## src/rtl/piso_tx_pkg.sv

```systemverilog
// piso_tx_pkg: shared definitions for the piso_tx serial transmitter.
//   state_t  - two-state transmitter FSM encoding (IDLE / SHIFT)
//   clog2_f  - ceiling log2 used to size the bit counter (minimum 1 bit)
package piso_tx_pkg;

  typedef enum logic {
    ST_IDLE  = 1'b0,
    ST_SHIFT = 1'b1
  } state_t;

  // Ceiling log2; a counter is always at least one bit wide.
  function automatic int clog2_f(input int value);
    int result;
    int rem;
    result = 32'sd0;
    rem    = value - 32'sd1;
    while (rem > 32'sd0) begin
      result = result + 32'sd1;
      rem    = rem >>> 32'sd1;
    end
    if (result < 32'sd1) begin
      result = 32'sd1;
    end else begin
      result = result;
    end
    return result;
  endfunction

endpackage

```

## src/rtl/piso_tx_if.sv

```systemverilog
// piso_tx_if: handshake and serial-side signals of the piso_tx transmitter.
//   en          - clock enable for the whole link
//   load_valid  - upstream offers load_data
//   load_data   - WIDTH-bit word to transmit
//   load_ready  - transmitter can take a word this cycle
//   sout        - serial data bit
//   sout_valid  - sout carries a data bit
//   busy        - transmitter is shifting a word
//   done        - one-cycle pulse after the last bit of a word
// master: the upstream/driver side; slave: the transmitter.
interface piso_tx_if #(
  parameter int WIDTH = 8
);

  logic             en;
  logic             load_valid;
  logic [WIDTH-1:0] load_data;
  logic             load_ready;
  logic             sout;
  logic             sout_valid;
  logic             busy;
  logic             done;

  modport master (
    output en, load_valid, load_data,
    input  load_ready, sout, sout_valid, busy, done
  );

  modport slave (
    input  en, load_valid, load_data,
    output load_ready, sout, sout_valid, busy, done
  );

endinterface

```

## src/rtl/piso_tx_shift_reg_en.sv

```systemverilog
// shift_reg_en: WIDTH-bit loadable shift register with clock enable.
//   clk, reset - clock and asynchronous active-high reset
//   en         - nothing changes while low
//   load       - capture din (has priority over shift)
//   shift      - shift one place toward the end sent first
//   din        - parallel word
//   next_bit   - the bit that goes out after the one currently being sent
// MSB_FIRST=1 shifts left (MSB leaves first), 0 shifts right.
module shift_reg_en #(
  parameter int WIDTH     = 8,
  parameter bit MSB_FIRST = 1'b1
) (
  input  logic             clk,
  input  logic             reset,
  input  logic             en,
  input  logic             load,
  input  logic             shift,
  input  logic [WIDTH-1:0] din,
  output logic             next_bit
);

  logic [WIDTH-1:0] data_r;
  logic [WIDTH-1:0] shifted_s;

  // Shifted image of the register in the configured direction.
  always_comb begin
    if (MSB_FIRST) begin
      shifted_s = {data_r[WIDTH-2:0], 1'b0};
    end else begin
      shifted_s = {1'b0, data_r[WIDTH-1:1]};
    end
  end

  // Register update: load wins over shift, everything holds without en.
  always_ff @(posedge clk or posedge reset) begin
    if (reset) begin
      data_r <= {WIDTH{1'b0}};
    end else if (en && load) begin
      data_r <= din;
    end else if (en && shift) begin
      data_r <= shifted_s;
    end else begin
      data_r <= data_r;
    end
  end

  // The bit currently on the line is the register's outgoing end, so the
  // following one sits right next to it.
  assign next_bit = MSB_FIRST ? data_r[WIDTH-2] : data_r[1];

endmodule

```

## src/rtl/piso_tx.sv

```systemverilog
// piso_tx: parallel-in serial-out transmitter with clock enable.
//   clk, reset - clock and asynchronous active-high reset
//   bus        - piso_tx_if slave: en, load_valid/load_data/load_ready
//                handshake, sout/sout_valid serial output, busy, done
// A word is accepted on an enabled edge with load_valid && load_ready and
// its bits appear on sout one per enabled edge, starting at the accept
// edge. A new word can be accepted while the last bit is on the line so
// consecutive words stream with no gap.
module piso_tx
  import piso_tx_pkg::*;
#(
  parameter int WIDTH     = 8,
  parameter bit MSB_FIRST = 1'b1
) (
  input  logic       clk,
  input  logic       reset,
  piso_tx_if.slave   bus
);

  localparam int             CNT_W    = clog2_f(WIDTH);
  localparam logic [CNT_W-1:0] CNT_LAST = CNT_W'(WIDTH - 1);

  state_t           state_r;
  state_t           state_next_s;
  logic [CNT_W-1:0] count_r;
  logic [CNT_W-1:0] count_next_s;
  logic             sout_r;
  logic             sout_next_s;
  logic             sout_valid_r;
  logic             sout_valid_next_s;
  logic             done_r;
  logic             done_next_s;
  logic             last_s;
  logic             ready_s;
  logic             load_s;
  logic             shift_s;
  logic             first_bit_s;
  logic             next_bit_s;

  shift_reg_en #(
    .WIDTH     (WIDTH),
    .MSB_FIRST (MSB_FIRST)
  ) u_shift (
    .clk      (clk),
    .reset    (reset),
    .en       (bus.en),
    .load     (load_s),
    .shift    (shift_s),
    .din      (bus.load_data),
    .next_bit (next_bit_s)
  );

  assign last_s      = (state_r == ST_SHIFT) && (count_r == CNT_LAST);
  // Ready ignores en on purpose: upstream sees a stable ready while stalled.
  assign ready_s     = (state_r == ST_IDLE) || last_s;
  assign first_bit_s = MSB_FIRST ? bus.load_data[WIDTH-1] : bus.load_data[0];

  // Next-state and next-output decode for the transmitter FSM.
  always_comb begin
    state_next_s      = state_r;
    count_next_s      = count_r;
    sout_next_s       = sout_r;
    sout_valid_next_s = sout_valid_r;
    done_next_s       = 1'b0;
    load_s            = 1'b0;
    shift_s           = 1'b0;
    if (bus.en) begin
      case (state_r)
        ST_IDLE: begin
          if (bus.load_valid) begin
            load_s            = 1'b1;
            sout_next_s       = first_bit_s;
            sout_valid_next_s = 1'b1;
            count_next_s      = {CNT_W{1'b0}};
            state_next_s      = ST_SHIFT;
          end else begin
            state_next_s = ST_IDLE;
          end
        end
        ST_SHIFT: begin
          if (last_s) begin
            done_next_s = 1'b1;
            if (bus.load_valid) begin
              // Back-to-back: next word's first bit follows with no gap.
              load_s            = 1'b1;
              sout_next_s       = first_bit_s;
              sout_valid_next_s = 1'b1;
              count_next_s      = {CNT_W{1'b0}};
              state_next_s      = ST_SHIFT;
            end else begin
              sout_next_s       = 1'b0;
              sout_valid_next_s = 1'b0;
              count_next_s      = {CNT_W{1'b0}};
              state_next_s      = ST_IDLE;
            end
          end else begin
            shift_s      = 1'b1;
            sout_next_s  = next_bit_s;
            count_next_s = count_r + CNT_W'(1'b1);
          end
        end
        default: begin
          state_next_s      = ST_IDLE;
          sout_next_s       = 1'b0;
          sout_valid_next_s = 1'b0;
          count_next_s      = {CNT_W{1'b0}};
        end
      endcase
    end else begin
      state_next_s = state_r;
    end
  end

  // State, counter and registered outputs; done is cleared whenever it
  // does not pulse, including stalled edges.
  always_ff @(posedge clk or posedge reset) begin
    if (reset) begin
      state_r      <= ST_IDLE;
      count_r      <= {CNT_W{1'b0}};
      sout_r       <= 1'b0;
      sout_valid_r <= 1'b0;
      done_r       <= 1'b0;
    end else begin
      state_r      <= state_next_s;
      count_r      <= count_next_s;
      sout_r       <= sout_next_s;
      sout_valid_r <= sout_valid_next_s;
      done_r       <= done_next_s;
    end
  end

  assign bus.load_ready = ready_s;
  assign bus.sout       = sout_r;
  assign bus.sout_valid = sout_valid_r;
  assign bus.busy       = (state_r == ST_SHIFT);
  assign bus.done       = done_r;

endmodule

```

## src/flat_wrapper.sv

```systemverilog
// flat-port wrapper written by rule: the top's interface ports become plain ports
module piso_tx_flat import piso_tx_pkg::*;
#(
  parameter int WIDTH     = 8,
  parameter bit MSB_FIRST = 1'b1
)
  (clk, reset, bus_en, bus_load_valid, bus_load_data, bus_load_ready, bus_sout, bus_sout_valid, bus_busy, bus_done);
  piso_tx_if #(.WIDTH(WIDTH)) bus_i ();
  input  logic clk;
  input  logic reset;
  input wire logic [$bits(bus_i.en)-1:0] bus_en;
  input wire logic [$bits(bus_i.load_valid)-1:0] bus_load_valid;
  input wire logic [$bits(bus_i.load_data)-1:0] bus_load_data;
  output wire logic [$bits(bus_i.load_ready)-1:0] bus_load_ready;
  output wire logic [$bits(bus_i.sout)-1:0] bus_sout;
  output wire logic [$bits(bus_i.sout_valid)-1:0] bus_sout_valid;
  output wire logic [$bits(bus_i.busy)-1:0] bus_busy;
  output wire logic [$bits(bus_i.done)-1:0] bus_done;
  assign bus_i.en = bus_en;
  assign bus_i.load_valid = bus_load_valid;
  assign bus_i.load_data = bus_load_data;
  assign bus_load_ready = bus_i.load_ready;
  assign bus_sout = bus_i.sout;
  assign bus_sout_valid = bus_i.sout_valid;
  assign bus_busy = bus_i.busy;
  assign bus_done = bus_i.done;
  piso_tx #(.WIDTH(WIDTH), .MSB_FIRST(MSB_FIRST)) u_core (.clk(clk), .reset(reset), .bus(bus_i));
endmodule
```

## config.mk

```make
export PLATFORM = sky130hd
export DESIGN_NAME = piso_tx_flat
export DESIGN_NICKNAME = d
export VERILOG_FILES = /design/src/rtl/piso_tx_pkg.sv /design/src/rtl/piso_tx_if.sv /design/src/rtl/piso_tx_shift_reg_en.sv /design/src/rtl/piso_tx.sv /design/src/flat_wrapper.sv
export SDC_FILE = /design/constraint.sdc
export NUM_CORES = 1
export LEC_CHECK = 0
export BUFFER_PORTS_ARGS = -buffer_cell sky130_fd_sc_hd__buf_2
export CORE_MARGIN = 1.5
export CORE_UTILIZATION = 53
export DETAILED_ROUTE_END_ITERATION = 8
export HOLD_SLACK_MARGIN = 0.05
export PLACE_DENSITY = 0.87
export SETUP_SLACK_MARGIN = 0.02
export SYNTH_ARGS = -nofsm -noshare
export SYNTH_HDL_FRONTEND = slang
export SYNTH_SLANG_ARGS = --single-unit
```

## constraint.sdc

```tcl
create_clock -name clk -period 3 [get_ports clk]
set_input_delay 0.15 -clock clk [delete_from_list [all_inputs] [get_ports clk]]
set_output_delay 0.15 -clock clk [all_outputs]
set_load 0.05 [all_outputs]
```

# Yosys cells after proc, flatten, opt, wreduce, memory -nomap -nowiden
# Index checks and enable logic that the tools add are counted.
[totals]
out_inout_bits = 5
wordCells = 42
latch_bits = 0
romBits = 0
reg_bits = 14
memories = 0
ramBits = 0
input_bits = 12
[op_classes]
n_mul = 0
reduce_logical = 7
mux = 24
magnitude_cmp = 0
n_bitwise = 1
add_sub_neg = 1
n_div = 0
n_eq_ne = 3
n_shift = 0
[op_table]
columns = ["op", "n"]
rows = [
  ["$mux W1", 15],
  ["$mux W7", 2],
  ["$pmux W1 S2", 4],
  ["$mux W3", 2],
  ["$pmux W3 S2", 1],
  ["$ne A2 B2 Y1 const B", 2],
  ["$add A3 B1 Y3 const B", 1],
  ["$eq A3 B3 Y1 const B", 1],
  ["$logic_and A1 B1 Y1", 3],
  ["$reduce_and A3 Y1", 1],
  ["$reduce_and A2 Y1", 1],
  ["$reduce_bool A2 Y1", 1],
  ["$logic_or A1 B1 Y1", 1],
  ["$not A1 Y1", 1],
]

# Longest topological paths before layout
[depth]
word_depth = 8
mapped_depth = 6
ltp_nobuf = 6

# Hierarchy
# Synthesis repeated with hierarchy kept, for this count alone.
[unflattened]
cells_unflattened = 69
hier_area_um2 = 704.4
[by_module_without_submodules]
columns = ["mod", "cells_each", "seq_area_each_um2", "area_per_inst_um2", "n_inst"]
rows = [
  ["piso_tx", 33, 175.2, 356.6, 1],
  ["shift_reg_en", 36, 175.2, 347.8, 1],
]

# Worst setup path after synthesis
# OpenSTA, ideal clock, no wires.
[synth_timing]
path_type = "reg-to-reg"
start = "reg u_core.count_r[0]"
end = "reg u_core.u_shift.data_r[1]"
required_ps = 2874
setup_ps = 126
t_arrival_ps = 1449
period_less_slack_ps = 1575
path_slack_ps = 1425
path_buffers = 0
path_stages_with_launch = 7
path_cell_list = "dfrtp_1 ha_1 ha_1 and2b_4 clkinv_4 mux2i_1 a2bb2oi_1"
[synth_between]
elab_chain_cells = 7
word_cells_on_any_way = 12
classes_between = "eq/ne (1); mux (7); reduce/logical (4)"
[synth_rtl]
columns = ["element", "line", "source"]
rows = [
  ["start: declaration", "piso_tx.sv:25", "logic [CNT_W-1:0] count_r;"],
  ["start signal: assignment", "piso_tx.sv:119", "count_r <= {CNT_W{1'b0}};"],
  ["start signal: assignment", "piso_tx.sv:125", "count_r <= count_next_s;"],
  ["$eq A3 B3 Y1 *", "piso_tx.sv:53", "assign last_s = (state_r == ST_SHIFT) && (count_r == CNT_LAST);"],
  ["$logic_and A1 B1 Y1 *", "piso_tx.sv:53", ""],
  ["$mux W1", "piso_tx.sv:81", "if (last_s) begin"],
  ["$pmux W1 S2 or $mux W1 (tied branches)", "piso_tx.sv:68", "case (state_r)"],
  ["$mux W1", "piso_tx.sv:67", "if (bus.en) begin"],
  ["$logic_and A1 B1 Y1 (on tied branches)", "piso_tx_shift_reg_en.sv:38, piso_tx_shift_reg_en.sv:40", ""],
  ["$mux W7 or $reduce_bool A2 Y1 (tied branches)", "n/a", ""],
  ["end signal: assignment", "piso_tx_shift_reg_en.sv:37", "data_r <= {WIDTH{1'b0}};"],
  ["end signal: assignment", "piso_tx_shift_reg_en.sv:39", "data_r <= din;"],
  ["end signal: assignment", "piso_tx_shift_reg_en.sv:41", "data_r <= shifted_s;"],
  ["end: declaration", "piso_tx_shift_reg_en.sv:22", "logic [WIDTH-1:0] data_r;"],
]
# Mark *: on every way between the ends. The rest lies on a longest branch, timed or not.
# A chain may end at the register's enable or synchronous reset.

# Worst setup path in the final report
[layout_timing]
start = "reg u_core.count_r[0]"
end = "out bus_load_ready"
[layout_between]
elab_chain_cells = 3
[layout_rtl]
columns = ["element", "line", "source"]
rows = [
  ["$eq A3 B3 Y1", "piso_tx.sv:53", ""],
  ["$logic_and A1 B1 Y1", "piso_tx.sv:53", ""],
  ["$logic_or A1 B1 Y1", "piso_tx.sv:55", "assign ready_s = (state_r == ST_IDLE) || last_s;"],
  ["end: declaration", "flat_wrapper.sv:14", "output wire logic [$bits(bus_i.load_ready)-1:0] bus_load_ready;"],
]
# No other way between the ends.

==> impl_metrics.tcl <==
set metrics [dict create \
    synth-edff-count 0 \
    p_leak_nw 0.388 \
    io_pins 17 \
    row_count 12 \
    critical_path_buf_inv_count 2 \
    finClkSkew_ns 0.00552 \
    drv_cap 0 \
    cp-end-kind "primary output" \
    die_w_um 39.2 \
    hold_viol 0 \
    relSlewSlack_pct 65.5 \
    cts_setup_buffers 0 \
    min_period_ns 1.87 \
    globalRouteOverflowTotal 0 \
    min_period_over_period_pct 62.5 \
    syn_nets 73 \
    insertion_delay_ns 0.27 \
    synth_top_area_share_pct 50.4 \
    critPathMaxFanout 8 \
    path_depth 5 \
    pre_cts_ws_ns 1.39 \
    clockBufferDepth 2 \
    dr.pass1.iters 4 \
    cts-root-buf "clkbuf_4" \
    peakVddDrop_v 0.000486 \
    drv_slew 0 \
    synthFlopType "dfrtp_1" \
    rsz0062_at_grt "false" \
    syn_inst 59 \
    cts_resized 0 \
    final.fill_count 87 \
    p_total_mw 0.689 \
    routed_wl_um 1240 \
    synth_compound_area_share_pct 19.2 \
    die_h_um 39.2 \
    io_buffers 16 \
    critical_path_class "reg -> out" \
    start_kind "flop" \
    synth_warnings 0 \
    antenna_found_initial 0 \
    cp_common_cell "ha_1" \
    critPathSlowestCell "dfrtp_1" \
    htreeDepth 1 \
    grt_usage_pct 21.7 \
    syn_area_per_cell_um2 11.8 \
    grt_pass1_wl_um 2130 \
    worst_slew_pin_slew_ns 0.517 \
    synth-simple-area-share_pct 12.4 \
    gp_congestion 0.760 \
    synth_fa_ha_area_share_pct 3.60 \
    setup_viol 0 \
    reg2regPathDepth 6 \
    holdCritPathClass "in -> reg" \
    clock-sinks 14 \
    core-area_um2 1170 \
    grt_pass1_vias 478 \
    drcViolationCount 0 \
    start_util_pct 59.4 \
    placedCellCount 87 \
    synth.area.top_cells "dfrtp_1 50%, mux2i_1 8.6%, a2bb2oi_1 7.6%" \
    synth_top_family_by_area "compound AO/OA/AOI/OAI gates" \
    timing.hold.ws_ns 0.144 \
    yosysTopAreaCell "dfrtp_1" \
    final_nets 93 \
    regArea_um2 350 \
    multi_input_area_um2 317 \
    synth.ff_latch_count 14 \
    ant_nets 0 \
    antenna-diode-count 0 \
    drt_iter0_markers 8 \
    grt_max_degree 16 \
    stdcell_count 91 \
    ys_types 23 \
    cts_tree "done" \
    final_common_cell "buf_2" \
    critical-path-top-delay-family "adder cells" \
    numCtsBuffers 3 \
    critPathMaxStageDelay_ns 0.39 \
    vias 506 \
    ys_async_sr_fraction_pct 100 \
    powerDensity_nw_per_um2 847 \
    cp.arrival_ns 1.72 \
    setup_ws_ns 1.13 \
    die_area_um2 1540 \
    avgViaCountPerCell 5.56 \
    synthXorXnorAreaFrac_pct 0 \
    crit_required_ns 2.85 \
    synthMuxAreaShare_pct 10.3 \
    clkTransAtPathRegs_ns 0.08 \
    outcome "finished, final reports clean" \
    syn2layout_area_growth_pct 16.9 \
    dp_hpwl_um 851 \
    wl_per_cell_um 13.7 \
    syn-cell-area_um2 696 \
    ys_seq_area_share_pct 50.4 \
    fin_tns_setup_ns 0 \
    cp_cell_sequence "ha_1, ha_1, and2b_4, clkinv_4, buf_2" \
    max_freq_mhz 533 \
    hold_depth 3 \
    layout-drive-gt1-share_pct 29.9 \
    final_cell_mix "16 x buf_2, 14 x dfrtp_1, 6 x mux2i_1, 6 x a2bb2oi_1, 4 x a22o_1" \
]
==> path summary, 6_finish.rpt <==
check,from,end,slack [ns]
min reg2reg,u_core.bus.sout$_DFFE_PP0P_,u_core.bus.sout$_DFFE_PP0P_,0.50
min in group asynchronous,reset,u_core.count_r[2]$_DFFE_PP0P_,0.46
min,bus_load_data[0],u_core.u_shift.data_r[0]$_DFFE_PP0P_,0.14
max,u_core.count_r[0]$_DFFE_PP0P_,bus_load_ready,1.13
max reg2reg,u_core.count_r[0]$_DFFE_PP0P_,u_core.u_shift.data_r[6]$_DFFE_PP0P_,1.39
max in group asynchronous,reset,u_core.u_shift.data_r[3]$_DFFE_PP0P_,2.19
==> layer usage <==
layer,up-vias,wire [um],global-route usage [%]
li1,255,-,-
met1,233,621,31.1
met2,14,542,30.4
met3,4,58,5.20
met4,0,20,10.3
met5,-,0,0
==> final cells by class <==
cell class	count	area share, %
timing repair buffer	17	11.1
tap	14	2.15
inverter	3	2.00
multi-input combinational	40	38.9
clock buffer	3	2.77
sequential	14	43.1
==> synth_stat cells (2+ instances only) <==
library cell and instances:
dfrtp_1 14, o21ai_0 2, ha_1 2, a2bb2oi_1 6
a21oi_1 2, or2b_1 3, nand2_1 3, mux2i_1 6
nand2b_1 3, inv_1 2, a22o_1 4
==> timing repair <==
action | CTS | global route
hold endpoints to repair | 14 | 0
endpoints found under the setup margin | 0 | 0
hold buffers | 1 | 0
==> metrics by stage <==
| stage | utilization [%] | instance area, um^2 |
|---|---|---|
| global route | 69.4 | 813 |
| detailed placement | 66.7 | 781 |
| global placement | 66.7 | 781 |
| floorplan | - | 696 |
| finish | 69.4 | 813 |
| CTS | 69.4 | 813 |
==> worst reg2reg max path, stage by stage, from the launching register on <==
cell	delay [ns]
dfrtp_1	0.39
ha_1	0.20
ha_1	0.23
and2b_4	0.30
clkinv_4	0.10
mux2i_1	0.19
a2bb2oi_1	0.08
==> sequential cells by signal (all words and copies together), names as in the netlist <==
signal,count
u_core.count_r,3
u_core.bus.sout,1
u_core.bus.busy,1
u_core.bus.sout_valid,1
u_core.u_shift.data_r,7
u_core.bus.done,1
==> logic make-up after synthesis <==
kind of cell             Yosys count
AND/OR/NAND/NOR                   14
flip-flops                        14
buffers and inverters              5
adder cells (fa/ha/maj)            2
multiplexers                       7
AO/OA/AOI/OAI                     17
==> power breakdown <==
part | total, mW | switching (mW) | internal, mW
registers | 0.293 | 0.0394 | 0.253
logic | 0.295 | 0.165 | 0.130
clock network | 0.101 | 0.0543 | 0.0465
total | 0.689 | 0.259 | 0.430
Power figures use the tool's default switching activity.
